==> src/rtl/matrix_pkg.sv <==
// Shared definitions for the result_sender UART framer: header byte, frame
// constants, FSM state type and the word-to-byte selector.
package matrix_pkg;

  localparam logic [7:0] HDR_BYTE       = 8'hA5;
  localparam int         BITS_PER_FRAME = 10;  // start + 8 data + stop
  localparam int         HDR_BYTES      = 3;   // header, m_dim, p_dim

  typedef enum logic [2:0] {
    S_IDLE,
    S_HDR,
    S_DIM_M,
    S_DIM_P,
    S_DATA,
    S_DONE
  } state_t;

  // Byte 0 is the most significant byte of the word.
  function automatic logic [7:0] word_byte(input logic [31:0] word, input logic [1:0] idx);
    case (idx)
      2'd0:    return word[31:24];
      2'd1:    return word[23:16];
      2'd2:    return word[15:8];
      default: return word[7:0];
    endcase
  endfunction

endpackage

==> src/rtl/result_sender_if.sv <==
// Request/result bundle between a matrix producer and result_sender.
interface result_sender_if #(
  parameter int MAX_M = 4,
  parameter int MAX_P = 4
);
  logic                              start;
  logic [7:0]                        m_dim;
  logic [7:0]                        p_dim;
  logic [MAX_M-1:0][MAX_P-1:0][31:0] result;
  logic                              uart_tx;
  logic                              busy;
  logic                              done;
  logic                              dim_err;

  modport master (output start, m_dim, p_dim, result,
                  input  uart_tx, busy, done, dim_err);
  modport slave  (input  start, m_dim, p_dim, result,
                  output uart_tx, busy, done, dim_err);
endinterface

==> src/rtl/uart_tx_core.sv <==
// 8N1 UART serializer. tx_done is high during the last cycle of the stop bit,
// so a tx_start in that cycle chains the next byte with no idle gap.
module uart_tx_core
  import matrix_pkg::*;
#(
  parameter int CLKS_PER_BIT = 16
) (
  input  logic       clk,
  input  logic       rst,
  input  logic       tx_start,
  input  logic [7:0] tx_data,
  output logic       tx_busy,
  output logic       tx_done,
  output logic       tx
);

  localparam int                BAUD_W    = (CLKS_PER_BIT > 1) ? $clog2(CLKS_PER_BIT) : 1;
  localparam logic [BAUD_W-1:0] BAUD_LAST = BAUD_W'(CLKS_PER_BIT - 1);
  localparam logic [3:0]        STOP_IDX  = 4'(BITS_PER_FRAME - 1);

  logic              active;
  logic [BAUD_W-1:0] baud_cnt;
  logic [3:0]        bit_idx;   // 0 start, 1..8 data, 9 stop
  logic [7:0]        shreg;

  assign tx_busy = active;
  assign tx_done = active && (bit_idx == STOP_IDX) && (baud_cnt == BAUD_LAST);

  // NOTE: state registers use non-blocking assignments so every flop samples
  // pre-edge values regardless of statement order.
  always_ff @(posedge clk) begin
    if (rst) begin
      active   <= 1'b0;
      baud_cnt <= '0;
      bit_idx  <= '0;
      shreg    <= '0;
      tx       <= 1'b1;
    end else if (tx_start && (!active || tx_done)) begin
      active   <= 1'b1;
      baud_cnt <= '0;
      bit_idx  <= '0;
      shreg    <= tx_data;
      tx       <= 1'b0;
    end else if (active) begin
      if (baud_cnt == BAUD_LAST) begin
        baud_cnt <= '0;
        if (bit_idx == STOP_IDX) begin
          active  <= 1'b0;
          bit_idx <= '0;
          tx      <= 1'b1;
        end else begin
          bit_idx <= bit_idx + 4'd1;
          tx      <= (bit_idx == 4'd8) ? 1'b1 : shreg[bit_idx[2:0]];
        end
      end else begin
        baud_cnt <= baud_cnt + BAUD_W'(1);
      end
    end
  end

endmodule

==> src/rtl/result_sender.sv <==
// Captures an M x P result matrix on start and streams header, dimensions and
// row-major words (MSB first) over a back-to-back 8N1 UART.
module result_sender
  import matrix_pkg::*;
#(
  parameter int MAX_M      = 4,
  parameter int MAX_P      = 4,
  parameter int CLOCK_FREQ = 50000000,
  parameter int BAUD_RATE  = 9600
) (
  input logic            clk,
  input logic            rst,
  result_sender_if.slave bus
);

  localparam int CLKS_PER_BIT = CLOCK_FREQ / BAUD_RATE;
  localparam int ROW_W        = (MAX_M > 1) ? $clog2(MAX_M) : 1;
  localparam int COL_W        = (MAX_P > 1) ? $clog2(MAX_P) : 1;

  state_t                            state;
  logic [7:0]                        m_cap, p_cap;
  logic [MAX_M-1:0][MAX_P-1:0][31:0] cap;
  logic [1:0]                        byte_idx;
  logic [COL_W-1:0]                  col;
  logic [ROW_W-1:0]                  row;
  logic [7:0]                        byte_reg;   // byte loaded at the next tx_done
  logic                              busy_q, done_q, dim_err_q;

  logic             tx_start, tx_busy, tx_done, tx_line;
  logic [7:0]       tx_data;
  logic             ready, dims_ok, accept;
  logic             word_end, col_end, row_end, last_byte;
  logic [1:0]       nxt_byte_idx;
  logic [COL_W-1:0] nxt_col;
  logic [ROW_W-1:0] nxt_row;

  // NOTE: every signal gets a default before any branch so no latch is inferred.
  always_comb begin
    ready    = ((state == S_IDLE) || (state == S_DONE)) && !tx_busy;
    dims_ok  = (bus.m_dim != 8'd0) && (bus.m_dim <= 8'(MAX_M)) &&
               (bus.p_dim != 8'd0) && (bus.p_dim <= 8'(MAX_P));
    accept   = !rst && bus.start && ready && dims_ok;

    word_end  = (byte_idx == 2'd3);
    col_end   = (8'(col) == p_cap - 8'd1);
    row_end   = (8'(row) == m_cap - 8'd1);
    last_byte = word_end && col_end && row_end;

    nxt_byte_idx = byte_idx + 2'd1;
    nxt_col      = col;
    nxt_row      = row;
    if (word_end) begin
      if (col_end) begin
        nxt_col = '0;
        nxt_row = row_end ? '0 : row + ROW_W'(1);
      end else begin
        nxt_col = col + COL_W'(1);
      end
    end

    tx_start = accept || (tx_done && !((state == S_DATA) && last_byte));
    tx_data  = accept ? HDR_BYTE : byte_reg;
  end

  // NOTE: the capture array is pure datapath and is overwritten on every
  // accepted start, so it carries no reset.
  always_ff @(posedge clk) begin
    if (accept) cap <= bus.result;
  end

  always_ff @(posedge clk) begin
    if (rst) begin
      state     <= S_IDLE;
      m_cap     <= '0;
      p_cap     <= '0;
      byte_idx  <= '0;
      col       <= '0;
      row       <= '0;
      byte_reg  <= '0;
      busy_q    <= 1'b0;
      done_q    <= 1'b0;
      dim_err_q <= 1'b0;
    end else begin
      done_q    <= 1'b0;
      dim_err_q <= bus.start && ready && !dims_ok;
      case (state)
        S_IDLE, S_DONE: begin
          state <= S_IDLE;
          if (accept) begin
            state  <= S_HDR;
            busy_q <= 1'b1;
            m_cap  <= bus.m_dim;
            p_cap  <= bus.p_dim;
          end
        end
        S_HDR: begin
          byte_reg <= m_cap;
          if (tx_done) state <= S_DIM_M;
        end
        S_DIM_M: begin
          byte_reg <= p_cap;
          if (tx_done) state <= S_DIM_P;
        end
        S_DIM_P: begin
          byte_reg <= word_byte(cap[row][col], byte_idx);
          if (tx_done) state <= S_DATA;
        end
        S_DATA: begin
          // Counters name the byte on the wire; byte_reg holds its successor.
          byte_reg <= word_byte(cap[nxt_row][nxt_col], nxt_byte_idx);
          if (tx_done) begin
            byte_idx <= nxt_byte_idx;
            col      <= nxt_col;
            row      <= nxt_row;
            if (last_byte) begin
              state  <= S_DONE;
              busy_q <= 1'b0;
              done_q <= 1'b1;
            end
          end
        end
        default: state <= S_IDLE;
      endcase
    end
  end

  uart_tx_core #(
    .CLKS_PER_BIT(CLKS_PER_BIT)
  ) u_uart (
    .clk     (clk),
    .rst     (rst),
    .tx_start(tx_start),
    .tx_data (tx_data),
    .tx_busy (tx_busy),
    .tx_done (tx_done),
    .tx      (tx_line)
  );

  assign bus.uart_tx = tx_line;
  assign bus.busy    = busy_q;
  assign bus.done    = done_q;
  assign bus.dim_err = dim_err_q;

endmodule

==> src/flat_wrapper.sv <==
// flat-port wrapper written by rule: the top's interface ports become plain ports
module result_sender_flat import matrix_pkg::*;
#(
  parameter int MAX_M      = 4,
  parameter int MAX_P      = 4,
  parameter int CLOCK_FREQ = 50000000,
  parameter int BAUD_RATE  = 9600
)
  (clk, rst, bus_start, bus_m_dim, bus_p_dim, bus_result, bus_uart_tx, bus_busy, bus_done, bus_dim_err);
  result_sender_if #(.MAX_M(MAX_M), .MAX_P(MAX_P)) bus_i ();
  input logic clk;
  input logic rst;
  input wire logic [$bits(bus_i.start)-1:0] bus_start;
  input wire logic [$bits(bus_i.m_dim)-1:0] bus_m_dim;
  input wire logic [$bits(bus_i.p_dim)-1:0] bus_p_dim;
  input wire logic [$bits(bus_i.result)-1:0] bus_result;
  output wire logic [$bits(bus_i.uart_tx)-1:0] bus_uart_tx;
  output wire logic [$bits(bus_i.busy)-1:0] bus_busy;
  output wire logic [$bits(bus_i.done)-1:0] bus_done;
  output wire logic [$bits(bus_i.dim_err)-1:0] bus_dim_err;
  assign bus_i.start = bus_start;
  assign bus_i.m_dim = bus_m_dim;
  assign bus_i.p_dim = bus_p_dim;
  assign bus_i.result = bus_result;
  assign bus_uart_tx = bus_i.uart_tx;
  assign bus_busy = bus_i.busy;
  assign bus_done = bus_i.done;
  assign bus_dim_err = bus_i.dim_err;
  result_sender #(.MAX_M(MAX_M), .MAX_P(MAX_P), .CLOCK_FREQ(CLOCK_FREQ), .BAUD_RATE(BAUD_RATE)) u_core (.clk(clk), .rst(rst), .bus(bus_i));
endmodule
==> config.mk <==
export PLATFORM = sky130hd
export DESIGN_NAME = result_sender_flat
export DESIGN_NICKNAME = d
export VERILOG_FILES = /design/src/rtl/matrix_pkg.sv /design/src/rtl/result_sender_if.sv /design/src/rtl/uart_tx_core.sv /design/src/rtl/result_sender.sv /design/src/flat_wrapper.sv
export SDC_FILE = /design/constraint.sdc
export NUM_CORES = 1
export LEC_CHECK = 0
export BUFFER_PORTS_ARGS = -buffer_cell sky130_fd_sc_hd__buf_4
export CAP_MARGIN = 15
export CORE_UTILIZATION = 45
export CTS_BUF_LIST = sky130_fd_sc_hd__clkbuf_4 sky130_fd_sc_hd__clkbuf_8 sky130_fd_sc_hd__clkbuf_16
export CTS_CLUSTER_DIAMETER = 60
export DETAILED_ROUTE_END_ITERATION = 7
export GPL_ROUTABILITY_DRIVEN = 0
export PLACE_DENSITY_LB_ADDON = 0.15
export SYNTH_ARGS = -nofsm -noshare
export SYNTH_HDL_FRONTEND = slang
export SYNTH_SLANG_ARGS = --single-unit
==> constraint.sdc <==
create_clock -name clk -period 64.7 [get_ports clk]
set_input_delay 0 -clock clk [delete_from_list [all_inputs] [get_ports clk]]
set_output_delay 0 -clock clk [all_outputs]
set_load 0.01 [all_outputs]
# Yosys cells after proc, flatten, opt, wreduce, memory -nomap -nowiden
# Index checks and enable logic that the tools add are counted.
# W data, S select, Z words.
# word_totals
reg_bits	575
inputBits	531
out_inout_bits	4
wordCells	151
# classes
add_sub_neg	7
magnitude_cmp	7
eq_ne	21
n_mux	42
bitwise_logic	2
n_reduce_logical	41
# op_table
operator	count
$bmux W128 S2	2
$mux W128	2
$bmux W32 S2	2
$mux W32	2
$pmux W8 S3	2
$pmux W8 S4	1
$eq A2 B8 Y1	2
$le A8 B3 Y1 const B	2
$logic_and A1 B1 Y1	16
$reduce_bool A8 Y1	2
$sub A8 B1 Y8 const B	2
$mux W1	15
$mux W3	5
$pmux W3 S5	1
$add A13 B1 Y13 const B	1
$eq A13 B13 Y1 const B	1
$mux W13	1
$lt A2 B3 Y1 const B	4
$ne A2 B1 Y1 const B	6
$mux W2	5
$eq A4 B4 Y1 const B	2
$mux W8	1
$reduce_and A2 Y1	4
$add A2 B1 Y2 const B	3
other kinds (21)	36

# Depth between registers and ports, before layout
# logic_depth
ltp_word	11
ltp_mapped	15

# Hierarchy
# From an unflattened synthesis, not the netlist that was laid out.
# unflattened
cells_unflattened	2068
area_unflattened_um2	28213.3
# by_module_without_submodules
mod	n_inst	cells_per_inst	area_per_inst_um2	seq_area_each_um2
result_sender	1	1918	26864.5	16095.4
uart_tx_core	1	150	1348.8	540.5

# Least setup slack after synthesis
# Ideal clock, no wire load.
# synth_timing
kind	register -> register
start	register u_core.state[0]
end	register u_core.cap[0] (netlist bit), enable pin
arrival_ns	49.268
required_time_ns	62.062
setup_slack_ns	12.794
stages_incl_launch_ff	5
path_buffers	1
synth_period_minus_slack_ns	51.906
cell_sequence	dfxtp_1 > clkbuf_1 > xnor2_1 > nand2_1 > nor4_1
# synth_via
elab_chain_len	5
# synth_lines
element	line_no	source
start, declared	result_sender.sv:20	state_t state;
start signal, assigned	result_sender.sv:73	state <= S_IDLE;
start signal, assigned	result_sender.sv:88	state <= S_IDLE;
start signal, assigned	result_sender.sv:90	state <= S_HDR;
$eq A3 B3 Y1 / $logic_not A3 Y1 (equally long branches)	result_sender.sv:39	ready = ((state == S_IDLE) || (state == S_DONE)) && !tx_busy;
$logic_or A1 B1 Y1 *	result_sender.sv:39	
$logic_and A1 B1 Y1 *	result_sender.sv:39	
$logic_and A1 B1 Y1 * (2 in a row)	result_sender.sv:42	accept = !rst && bus.start && ready && dims_ok;
via u_core.accept	result_sender.sv:31	logic ready, dims_ok, accept;
end signal, assigned	result_sender.sv:68	if (accept) cap <= bus.result;
end, declared	result_sender.sv:22	logic [MAX_M-1:0][MAX_P-1:0][31:0] cap;
# The timed path passes the listed nets; every way through them passes the cells marked *.
# A chain may end at the register's enable or synchronous reset.

# Worst setup path in the final report
# layout_timing
start	register u_core.row[1]
end	register u_core.byte_reg[0]
# layout_via
elab_chain_len	10
# layout_lines
element	line_no	source
start, declared	result_sender.sv:25	logic [ROW_W-1:0] row;
start signal, assigned	result_sender.sv:114	row <= nxt_row;
$add A2 B1 Y2 / $eq A2 B8 Y1 (equally long branches)	result_sender.sv:55, result_sender.sv:46	
$mux W2	result_sender.sv:55	nxt_row = row_end ? '0 : row + ROW_W'(1);
$mux W2	result_sender.sv:53	if (col_end) begin
$mux W2	result_sender.sv:52	if (word_end) begin
$bmux W128 S2	result_sender.sv:110	byte_reg <= word_byte(cap[nxt_row][nxt_col], nxt_byte_idx);
$mux W128 (not written as such)	result_sender.sv:110	
$bmux W32 S2	result_sender.sv:110	
$mux W32 (not written as such)	result_sender.sv:110	
$pmux W8 S3	matrix_pkg.sv:20	case (idx)
$pmux W8 S4 *	result_sender.sv:86	case (state)
end signal, assigned	result_sender.sv:97	byte_reg <= m_cap;
end signal, assigned	result_sender.sv:101	byte_reg <= p_cap;
end signal, assigned	result_sender.sv:110	
end, declared	result_sender.sv:26	logic [7:0] byte_reg;
# Mark *: on every way between the ends. The rest lies on a longest branch, timed or not. The select of a mux whose other input is x is not followed.

==> summary.txt <==
EDFF count, synth -> 512
post-synthesis sequential element count -> 575
hold endpoint -> u_core.cap[90]$_DFFE_PP_
total number of vias -> 25,100
top cells by area, synth -> edfxtp_1 55%, mux4_2 8.4%, mux2i_1 5.5%
max incr delay on CP -> 0.77 ns
Bufs on Longest Clock Path -> 3
Die Height -> 251 um
Slew Limit Headroom -> 0.0515
Final Skew -> 0.0279 ns
sum of negative setup slack -> 0 ns
top-area cell type share of the netlist area -> 0.550
leading area contributor after synthesis -> edfxtp_1
CP Capture Type -> flop
r2r startpoint -> u_core.row[1]$_SDFFE_PP0P_
post-route ant nets -> 0
commonest non-fill, non-tap cell in the layout -> buf_4
Power Total -> 839 uW
I/O pin cnt -> 535
first-pass detailed-route iteration total -> 6
mapped cell area -> 28,000 um2
Power Dens Cells -> 20.9 nW/um2
die area -> 63,200 um2
syn nets -> 2,710
maximum fanout along the worst path -> 118
Sinks on Clock Net -> 575
slowest cell on the critical path -> dfxtp_4
Area growth syn-to-layout -> 43.6%
max-slew violations -> 0
Slew @ Worst Pin -> 1.42 ns
Syn Inst Count -> 2,170
vias in the first global route -> 25,200
post-CTS setup buffers -> 0
GR Util All Layers -> 0.364
most frequent cells in the layout -> 573 x buf_4, 529 x dlygate4sd3_1, 512 x edfxtp_1
ys async rst share -> 0
FILL cells -> 4,453
Max Fclk -> 190 MHz
sequential area share after synthesis -> 0.595
max FFs per register -> 512
Site Rows -> 91
CP Launch Type -> flop
final core utilization -> 0.652
H-tree level count -> 3
dpl hpwl -> 78,300 um
leakage power -> 0.0143 uW
period utilization -> 0.0812
share of cells above drive strength 1 -> 0.258
Congestion Overflow GR -> 0
Via density -> 6.15
pin count of the biggest net entering global routing -> 170
worst vdd ir -> 15.7 uV
Clk Latency, worst-skew pair -> 0.63 ns
Placed Instances -> 3,424
CTS tree -> yes
crit path cell chain -> buf_12 -> xnor2_1 -> or4b_1 -> o211ai_1 -> nand2_4 -> buf_4 -> mux2i_1 -> a32o_1 -> a2111oi_0 -> a21oi_1 -> a41oi_1
Layout Nets -> 3,725
Ys Warns -> 0
clock slew at reported path FFs -> 0.07 ns
RSZ-0062 raised after global routing -> no
predominant post-synthesis flop cell -> edfxtp_1
area occupied by registers -> 16,600 um2
Final Setup Violations -> 0
worst path required time -> 65.23 ns
status -> finished clean
first-pass GRT wire length -> 166,000 um
chip width -> 251 um
number of buffers added on ports -> 534
Final Hold Fails -> 0
Most flops, register -> u_core.cap
Starting Density -> 0.454
# DRC -> 0
WHS -> 0.0910 ns
DR iter-0 viols -> 3,495
Final Non-Filler Cells -> 4,074
Core Region -> 61,600 um2
WL final -> 116,000 um
minimum period implied by the final worst setup slack -> 5.25 ns
reg-to-reg endpoint -> u_core.byte_reg[0]$_SDFFE_PP0P_
max_cap viols -> 0
root buffer cell -> clkbuf_16
initial antenna violation count -> 2
Syn Area/Cell -> 12.9 um2
Reg2Reg Setup Slack -> 59.45 ns
min-delay worst type -> in -> reg
Hold Path Origin -> bus_result[90]
r2r worst-path depth -> 11
Multi-input gate area -> 10,600 um2
Hold Path Stages -> 2
Cell variety after synth -> 90
worst setup path class -> reg -> reg
worst path arrival time -> 5.78 ns
CTS Buf Count -> 66
Avg WL per Cell -> 28.5 um
Largest regs -> u_core.cap (512), u_core.u_uart.baud_cnt (13)
## cell families after synthesis
group	count (synthesis)	synth area share
AOI/OAI and AO/OA	441	0.108
xor gates and xnor gates	25	0.00783
adders and majority gates	9	0.00403
buffers and inverters	181	0.0286
DFF	575	0.595
muxes	273	0.145
and+or+nand+nor	666	0.111
## where the power goes
| part | leakage [uW] | internal, uW | switching [uW] |
|---|---|---|---|
| clock network | 0.00106 | 214 | 161 |
| registers | 0.00511 | 404 | 0.520 |
| logic | 0.00810 | 41.7 | 18.2 |
## routing by layer
metal,GRT usage,vias up,part of all wire
li1,-,10600,-
met1,0.437,12200,0.34
met2,0.603,1887,0.49
met3,0.0826,418,0.11
met4,0.208,4,0.064
met5,0,-,0.00020
## critical path, delay by kind of cell (launching register included)
| kind | cells | cell delay, ns |
|---|---|---|
| and+or+nand+nor | 2 | 1.13 |
| xor gates and xnor gates | 1 | 0.17 |
| DFF | 1 | 0.77 |
| muxes | 1 | 0.24 |
| buffers and inverters | 2 | 1.13 |
| AOI/OAI and AO/OA | 5 | 1.50 |
## cell usage after synthesis, types with 7 or more instances
master,instances
edfxtp_1,512
nand2_1,235
nor2_1,156
mux2i_1,153
mux4_2,104
o21ai_0,87
a21oi_1,82
nand3_1,79
clkbuf_1,70
dfxtp_1,63
buf_2,60
a31oi_1,45
nor3_1,43
nand4_1,32
a211oi_1,29
inv_1,23
and3_1,21
o22ai_1,21
a32oi_1,18
o221ai_1,17
buf_1,16
nor2b_1,16
nor4_1,16
mux2_2,14
o211ai_1,14
and2_1,13
xnor2_1,13
buf_4,12
or3_1,12
xor2_1,12
nand2b_1,11
a221oi_1,10
a22o_1,10
ha_1,9
o2111ai_1,8
o31ai_1,8
a2111oi_0,7
a22oi_1,7
o311ai_0,7
## repair_timing
item,CTS,global route
hold endpoints to repair,540,0
resized for setup,0,0
setup endpoints to repair,0,0
hold buffers,529,0
## how the worst max path moves through the flow
stage               cells past startpoint                         start                               to  slack, ns
CTS                                    12  u_core.p_cap[0]$_SDFFE_PP0P_  u_core.byte_reg[0]$_SDFFE_PP0P_      59.51
global placement                       12  u_core.p_cap[0]$_SDFFE_PP0P_  u_core.byte_reg[4]$_SDFFE_PP0P_      59.78
global route                           11    u_core.row[1]$_SDFFE_PP0P_  u_core.byte_reg[0]$_SDFFE_PP0P_      59.28
detailed placement                     12  u_core.p_cap[0]$_SDFFE_PP0P_  u_core.byte_reg[0]$_SDFFE_PP0P_      59.55
finish                                 11    u_core.row[1]$_SDFFE_PP0P_  u_core.byte_reg[0]$_SDFFE_PP0P_      59.45
floorplan                               4  u_core.state[0]$_SDFFE_PP0P_          u_core.cap[0]$_DFFE_PP_      12.79
## per-stage QoR
stage                     instance area (um2)  setup WS [ns]
after floorplan                         28000          12.79
after global placement                  32700          59.78
after detailed placement                32700          59.55
after CTS                               40100          59.51
after global routing                    40100          59.28
final                                   40100          59.45
## cell type report
type,count,share of cell area
antenna,1,0.0000623
clock buffer,80,0.0449
clock inverter,39,0.00838
inverter,23,0.00215
multi-input combinational,1414,0.263
sequential,575,0.415
tap,837,0.0261
timing repair buffer,1105,0.241
No activity file was read; power rests on OpenSTA's default activity.
